## src/rtl/video_timing_ctrl_pkg.sv

```systemverilog
// 720p timing constants and shared counter/sync types for the video timing generator.
// Used by video_timing_ctrl (optional VIDEO_FRAME_COUNT_EN feature lives in the top).
package video_pkg;

   localparam int H_ACTIVE_720P = 1280;
   localparam int H_FP_720P     = 110;
   localparam int H_SYNC_720P   = 40;
   localparam int H_BP_720P     = 220;
   localparam int H_TOTAL       = H_ACTIVE_720P + H_FP_720P + H_SYNC_720P + H_BP_720P;

   localparam int V_ACTIVE_720P = 720;
   localparam int V_FP_720P     = 5;
   localparam int V_SYNC_720P   = 5;
   localparam int V_BP_720P     = 20;
   localparam int V_TOTAL       = V_ACTIVE_720P + V_FP_720P + V_SYNC_720P + V_BP_720P;

   typedef logic [10:0] hcount_t;
   typedef logic [9:0]  vcount_t;
   typedef logic [5:0]  frame_t;

   // Field order fixes the bit layout carried through the delay line.
   typedef struct packed {
      logic active;
      logic hsync;
      logic vsync;
   } sync_bus_t;

   function automatic logic in_window_h(input hcount_t cnt, input hcount_t lo, input hcount_t hi);
      return (cnt >= lo) && (cnt < hi);
   endfunction

   function automatic logic in_window_v(input vcount_t cnt, input vcount_t lo, input vcount_t hi);
      return (cnt >= lo) && (cnt < hi);
   endfunction

endpackage

```

## src/rtl/video_timing_ctrl_sync_delay.sv

```systemverilog
// Fixed-latency shift register keeping a bundle of control bits mutually aligned.
// Every stage clears on the asynchronous active-high reset.
module sync_delay #(
   parameter int WIDTH = 1,
   parameter int DEPTH = 1
) (
   input  logic             clk,
   input  logic             rst,
   input  logic [WIDTH-1:0] d,
   output logic [WIDTH-1:0] q
);

   logic [WIDTH-1:0] stage_r [DEPTH];

   // Shift the bundle one stage per clock; reset empties the whole line.
   always_ff @(posedge clk or posedge rst) begin
      if (rst) begin
         for (int i = 0; i < DEPTH; i++) begin
            stage_r[i] <= {WIDTH{1'b0}};
         end
      end else begin
         stage_r[0] <= d;
         for (int i = 1; i < DEPTH; i++) begin
            stage_r[i] <= stage_r[i-1];
         end
      end
   end

   assign q = stage_r[DEPTH-1];

endmodule

```

## src/rtl/video_timing_ctrl.sv

```systemverilog
// Free-running raster timing generator: undelayed counters, syncs delayed to match the pixel pipe.
// Define VIDEO_FRAME_COUNT_EN to add the frame_count_out port and its counter.
module video_timing_ctrl
   import video_pkg::*;
#(
   parameter int H_ACTIVE   = H_ACTIVE_720P,
   parameter int H_FP       = H_FP_720P,
   parameter int H_SYNC     = H_SYNC_720P,
   parameter int H_BP       = H_BP_720P,
   parameter int V_ACTIVE   = V_ACTIVE_720P,
   parameter int V_FP       = V_FP_720P,
   parameter int V_SYNC     = V_SYNC_720P,
   parameter int V_BP       = V_BP_720P,
   parameter int PIPE_DEPTH = 4,
   parameter int FPS        = 60
) (
   input  logic        clk_in,
   input  logic        rst_in,
   output logic [10:0] hcount_out,
   output logic [9:0]  vcount_out,
   output logic        active_draw_out,
   output logic        hor_sync_out,
   output logic        vert_sync_out,
   output logic        new_frame_out
`ifdef VIDEO_FRAME_COUNT_EN
   ,
   output logic [5:0]  frame_count_out
`endif
);

   localparam hcount_t H_ACT_C   = hcount_t'(H_ACTIVE);
   localparam hcount_t H_SYNC_LO = hcount_t'(H_ACTIVE + H_FP);
   localparam hcount_t H_SYNC_HI = hcount_t'(H_ACTIVE + H_FP + H_SYNC);
   localparam hcount_t H_LAST_C  = hcount_t'(H_ACTIVE + H_FP + H_SYNC + H_BP - 1);
   localparam vcount_t V_ACT_C   = vcount_t'(V_ACTIVE);
   localparam vcount_t V_SYNC_LO = vcount_t'(V_ACTIVE + V_FP);
   localparam vcount_t V_SYNC_HI = vcount_t'(V_ACTIVE + V_FP + V_SYNC);
   localparam vcount_t V_LAST_C  = vcount_t'(V_ACTIVE + V_FP + V_SYNC + V_BP - 1);

   hcount_t   hcount_r;
   vcount_t   vcount_r;
   hcount_t   h_next_s;
   vcount_t   v_next_s;
   logic      new_frame_r;
   sync_bus_t raw_s;
   sync_bus_t dly_s;

   // Raster position after the next edge; vertical advances only on a line wrap.
   always_comb begin
      h_next_s = hcount_r + 11'd1;
      v_next_s = vcount_r;
      if (hcount_r == H_LAST_C) begin
         h_next_s = 11'd0;
         if (vcount_r == V_LAST_C) begin
            v_next_s = 10'd0;
         end else begin
            v_next_s = vcount_r + 10'd1;
         end
      end else begin
         v_next_s = vcount_r;
      end
   end

   // Counters and the frame pulse, which is decoded ahead so it lines up with the counters.
   always_ff @(posedge clk_in or posedge rst_in) begin
      if (rst_in) begin
         hcount_r    <= 11'd0;
         vcount_r    <= 10'd0;
         new_frame_r <= 1'b0;
      end else begin
         hcount_r    <= h_next_s;
         vcount_r    <= v_next_s;
         new_frame_r <= (h_next_s == H_ACT_C) && (v_next_s == V_ACT_C);
      end
   end

   assign raw_s.active = (hcount_r < H_ACT_C) && (vcount_r < V_ACT_C);
   assign raw_s.hsync  = in_window_h(hcount_r, H_SYNC_LO, H_SYNC_HI);
   assign raw_s.vsync  = in_window_v(vcount_r, V_SYNC_LO, V_SYNC_HI);

   sync_delay #(
      .WIDTH (3),
      .DEPTH (PIPE_DEPTH)
   ) u_sync_delay (
      .clk (clk_in),
      .rst (rst_in),
      .d   (raw_s),
      .q   (dly_s)
   );

   assign hcount_out      = hcount_r;
   assign vcount_out      = vcount_r;
   assign new_frame_out   = new_frame_r;
   assign active_draw_out = dly_s.active;
   assign hor_sync_out    = dly_s.hsync;
   assign vert_sync_out   = dly_s.vsync;

`ifdef VIDEO_FRAME_COUNT_EN
   localparam frame_t FPS_LAST_C = frame_t'(FPS - 1);
   frame_t frame_count_r;

   // Frame index steps once per frame pulse and wraps at FPS.
   always_ff @(posedge clk_in or posedge rst_in) begin
      if (rst_in) begin
         frame_count_r <= 6'd0;
      end else if (new_frame_r) begin
         if (frame_count_r == FPS_LAST_C) begin
            frame_count_r <= 6'd0;
         end else begin
            frame_count_r <= frame_count_r + 6'd1;
         end
      end else begin
         frame_count_r <= frame_count_r;
      end
   end

   assign frame_count_out = frame_count_r;
`endif

endmodule

```

## config.mk

```make
export PLATFORM = sky130hd
export DESIGN_NAME = video_timing_ctrl
export DESIGN_NICKNAME = d
export VERILOG_FILES = /design/src/rtl/video_timing_ctrl_pkg.sv /design/src/rtl/video_timing_ctrl_sync_delay.sv /design/src/rtl/video_timing_ctrl.sv
export SDC_FILE = /design/constraint.sdc
export NUM_CORES = 1
export LEC_CHECK = 0
export ABC_AREA = 1
export CORE_UTILIZATION = 30
export DETAILED_ROUTE_END_ITERATION = 8
export PLACE_DENSITY = 0.56
export SYNTH_ARGS = -nofsm -noshare
export SYNTH_HDL_FRONTEND = slang
export SYNTH_SLANG_ARGS = --single-unit
```

## constraint.sdc

```tcl
create_clock -name clk_in -period 1.9 [get_ports clk_in]
set_clock_uncertainty 0.15 [all_clocks]
set_input_delay 0.38 -clock clk_in [delete_from_list [all_inputs] [get_ports clk_in]]
set_output_delay 0.38 -clock clk_in [all_outputs]
set_load 0.005 [all_outputs]
```

==> results.json <==
{
  "run_status": "finished, final reports clean",
  "yosysMostFrequentCell": "nand2_1",
  "cts-root-buf": "clkbuf_8",
  "area_delta_synth_final_pct": 42.8,
  "grt_use_total_pct": 15.3,
  "synth_top_area_share_pct": 44.3,
  "leakage_uw": 0.00141,
  "cp_num_buf_inv": 2,
  "cpMaxStageDelayCell": "clkdlybuf4s50_1",
  "drive_gt1_share_pct": 27.8,
  "max_freq_ghz": 0.531,
  "end_kind": "primary output",
  "netlist_top_cells_count": "nand2_1, inv_1, dfrtp_1, nor2_1, nand3_1",
  "ys.flop_type": "dfrtp_1",
  "synth-seq-cells": 34,
  "seqCellArea_um2": 855,
  "dpl.hpwl_mm": 3.55,
  "grt_pass1_wl_mm": 7.62,
  "port_buffers": 26,
  "drt-initial-drc-count": 54,
  "grt_pass1_vias": 1659,
  "ys_seq_area_share_pct": 44.3,
  "clock_path_buffers": 2,
  "hold_viol_final": 0,
  "power_density_nw_per_um2": 481,
  "ys_types": 29,
  "synth.area.top_cells": "dfrtp_1, nand2_1, inv_1",
  "routed_wirelength_mm": 4.77,
  "cap_violations": 0,
  "initial_core_util_pct": 31.7,
  "slew_headroom_pct": 78.3,
  "via_count": 1819,
  "cpLargestDelayFamily": "buffers and inverters",
  "synth_top_area_cell": "dfrtp_1",
  "routedWlPerCell_um": 11.9,
  "synth_edf_count": 0,
  "avgSynthCellArea_um2": 7.65,
  "cp_slowest_stage_delay_ps": 490,
  "fin_crit_sh_pct": 99.0,
  "worst_pin_slew_ps": 324,
  "ys_warn_count": 0,
  "worstSetupStartpointType": "flip-flop",
  "path_class": "flip-flop to primary output",
  "drc_errors": 0,
  "place.gp.congestion": 0.885,
  "path_cells": "buf_4, clkdlybuf4s50_1",
  "ant_nets": 0,
  "final_util_pct": 45.2,
  "cts_inserted_buffers": 5,
  "syn_inst": 251,
  "synth_nets": 258,
  "fillCellCount": 599,
  "grt-ovfl-total": 0,
  "clk_latency_ps": 300,
  "die_x_um": 82.0,
  "cts_max_level": 2,
  "rsz0062_at_grt": "true",
  "syn_area_um2": 1920,
  "core_um2": 6060,
  "multi_input_area_um2": 915,
  "design.portCount": 27,
  "drt_first_pass_iters": 4,
  "antennaDiodeCount": 0,
  "cts_num_sinks": 34,
  "dieArea_um2": 6720,
  "die_y_um": 82.0,
  "ctsHoldBuffers": 0,
  "required_ps": 1370,
  "fin_crit_ps": 1880,
  "slew_viol_final": 0,
  "worstHoldPathType": "flip-flop to flip-flop",
  "grt_max_degree": 35,
  "antenna_found_initial": 0,
  "cp.arrival_ps": 1350,
  "fin_tns_setup_ps": 0,
  "cp_max_fo": 5,
  "ir_worst_vdd_mv": 0.248,
  "fp-row-count": 28,
  "async_flop_share_pct": 100,
  "cts_tree": "built",
  "setup_violations": 0,
  "viasPerCell": 4.56,
  "clkTransAtPathRegs_ps": 70,
  "final_net_count": 330
}
path summary, 6_finish.rpt:
| kind | start | to | slack, ps | cells past startpoint |
|---|---|---|---|---|
| hold reg to reg | u_sync_delay.stage_r[6] | u_sync_delay.stage_r[3] | 200 | 0 |
| hold / removal | u_sync_delay.stage_r[6] | u_sync_delay.stage_r[3] | 200 | 0 |
| setup reg to reg | vcount_out[1] | new_frame_out | 70 | 12 |
| setup / recovery | hcount_out[5] | hcount_out[5] | 20 | 2 |
| min in group asynchronous | rst_in | vcount_out[1] | 290 | 3 |
| max in group asynchronous | rst_in | hcount_out[2] | 1120 | 3 |
cell type report:
type	instances	area share (%)
clock buffers	6	3.01
clock inverters	2	0.457
inverters	44	6.03
multi-input cells	170	33.4
flip-flops and latches	34	31.2
well taps	75	3.42
repair buffers	68	22.5
placed cells by master, fill, tap and decap left out, types with 3 or more instances in the layout:
cell	synthesis	layout
nor2_1	28	24
nand3_1	18	18
clkdlybuf4s50_1	0	25
nand4_1	5	5
nor2_2	4	8
buf_4	0	34
buf_6	1	7
dfrtp_1	34	31
o21ai_0	5	5
inv_2	3	4
inv_1	41	40
clkbuf_8	0	6
nand2_1	76	71
dfrtp_2	0	3
nand2_2	8	13
layer usage:
metal  global-route usage [%]  part of all wire (%)
met5                        0                     0
met4                     6.32                   1.8
met3                     4.00                   5.0
met2                     22.6                    45
met1                     21.1                    48
where the power goes:
part	total (uW)	internal, uW	leakage, uW	switching, uW
combinational	20.7	6.18	0.000932	14.6
clock	574	291	0.0000472	282
sequential	723	723	0.000435	0
flip-flops by register name, indices dropped and copies added, names as in the netlist:
signal,cells
hcount_out,11
new_frame_out,1
u_sync_delay.q,3
u_sync_delay.stage_r,9
vcount_out,10
cell families after synthesis:
kind of cell	Yosys count	synth area share [%]
AO/OA/AOI/OAI	13	4.30
XOR/XNOR	3	1.37
adder cells (fa/ha/maj)	5	3.26
buffers and inverters	47	10.5
flip-flops	34	44.3
AND/OR/NAND/NOR	149	36.2
repair_timing:
item                                    in CTS  in global routing
pin swaps                                    0                  7
endpoints found under the setup margin       2                 10
resized for setup                            1                 25
buffers inserted                             3                 11
through the flow:
step | worst slack [ps] | instance area [um^2] | total power [uW] | cells | hold WS (ps)
2_1_floorplan | 212 | 1920 | 748 | 251 | 181
3_3_place_gp | 91.9 | 2460 | 760 | 377 | 181
3_5_place_dp | 10.7 | 2460 | 760 | 377 | 186
4_1_cts | 6.50 | 2580 | 1340 | 388 | 202
5_1_grt | -55.1 | 2740 | 1370 | 399 | 202
6_report | 18.5 | 2740 | 1320 | 399 | 200
(Power assumes the default switching activity.)
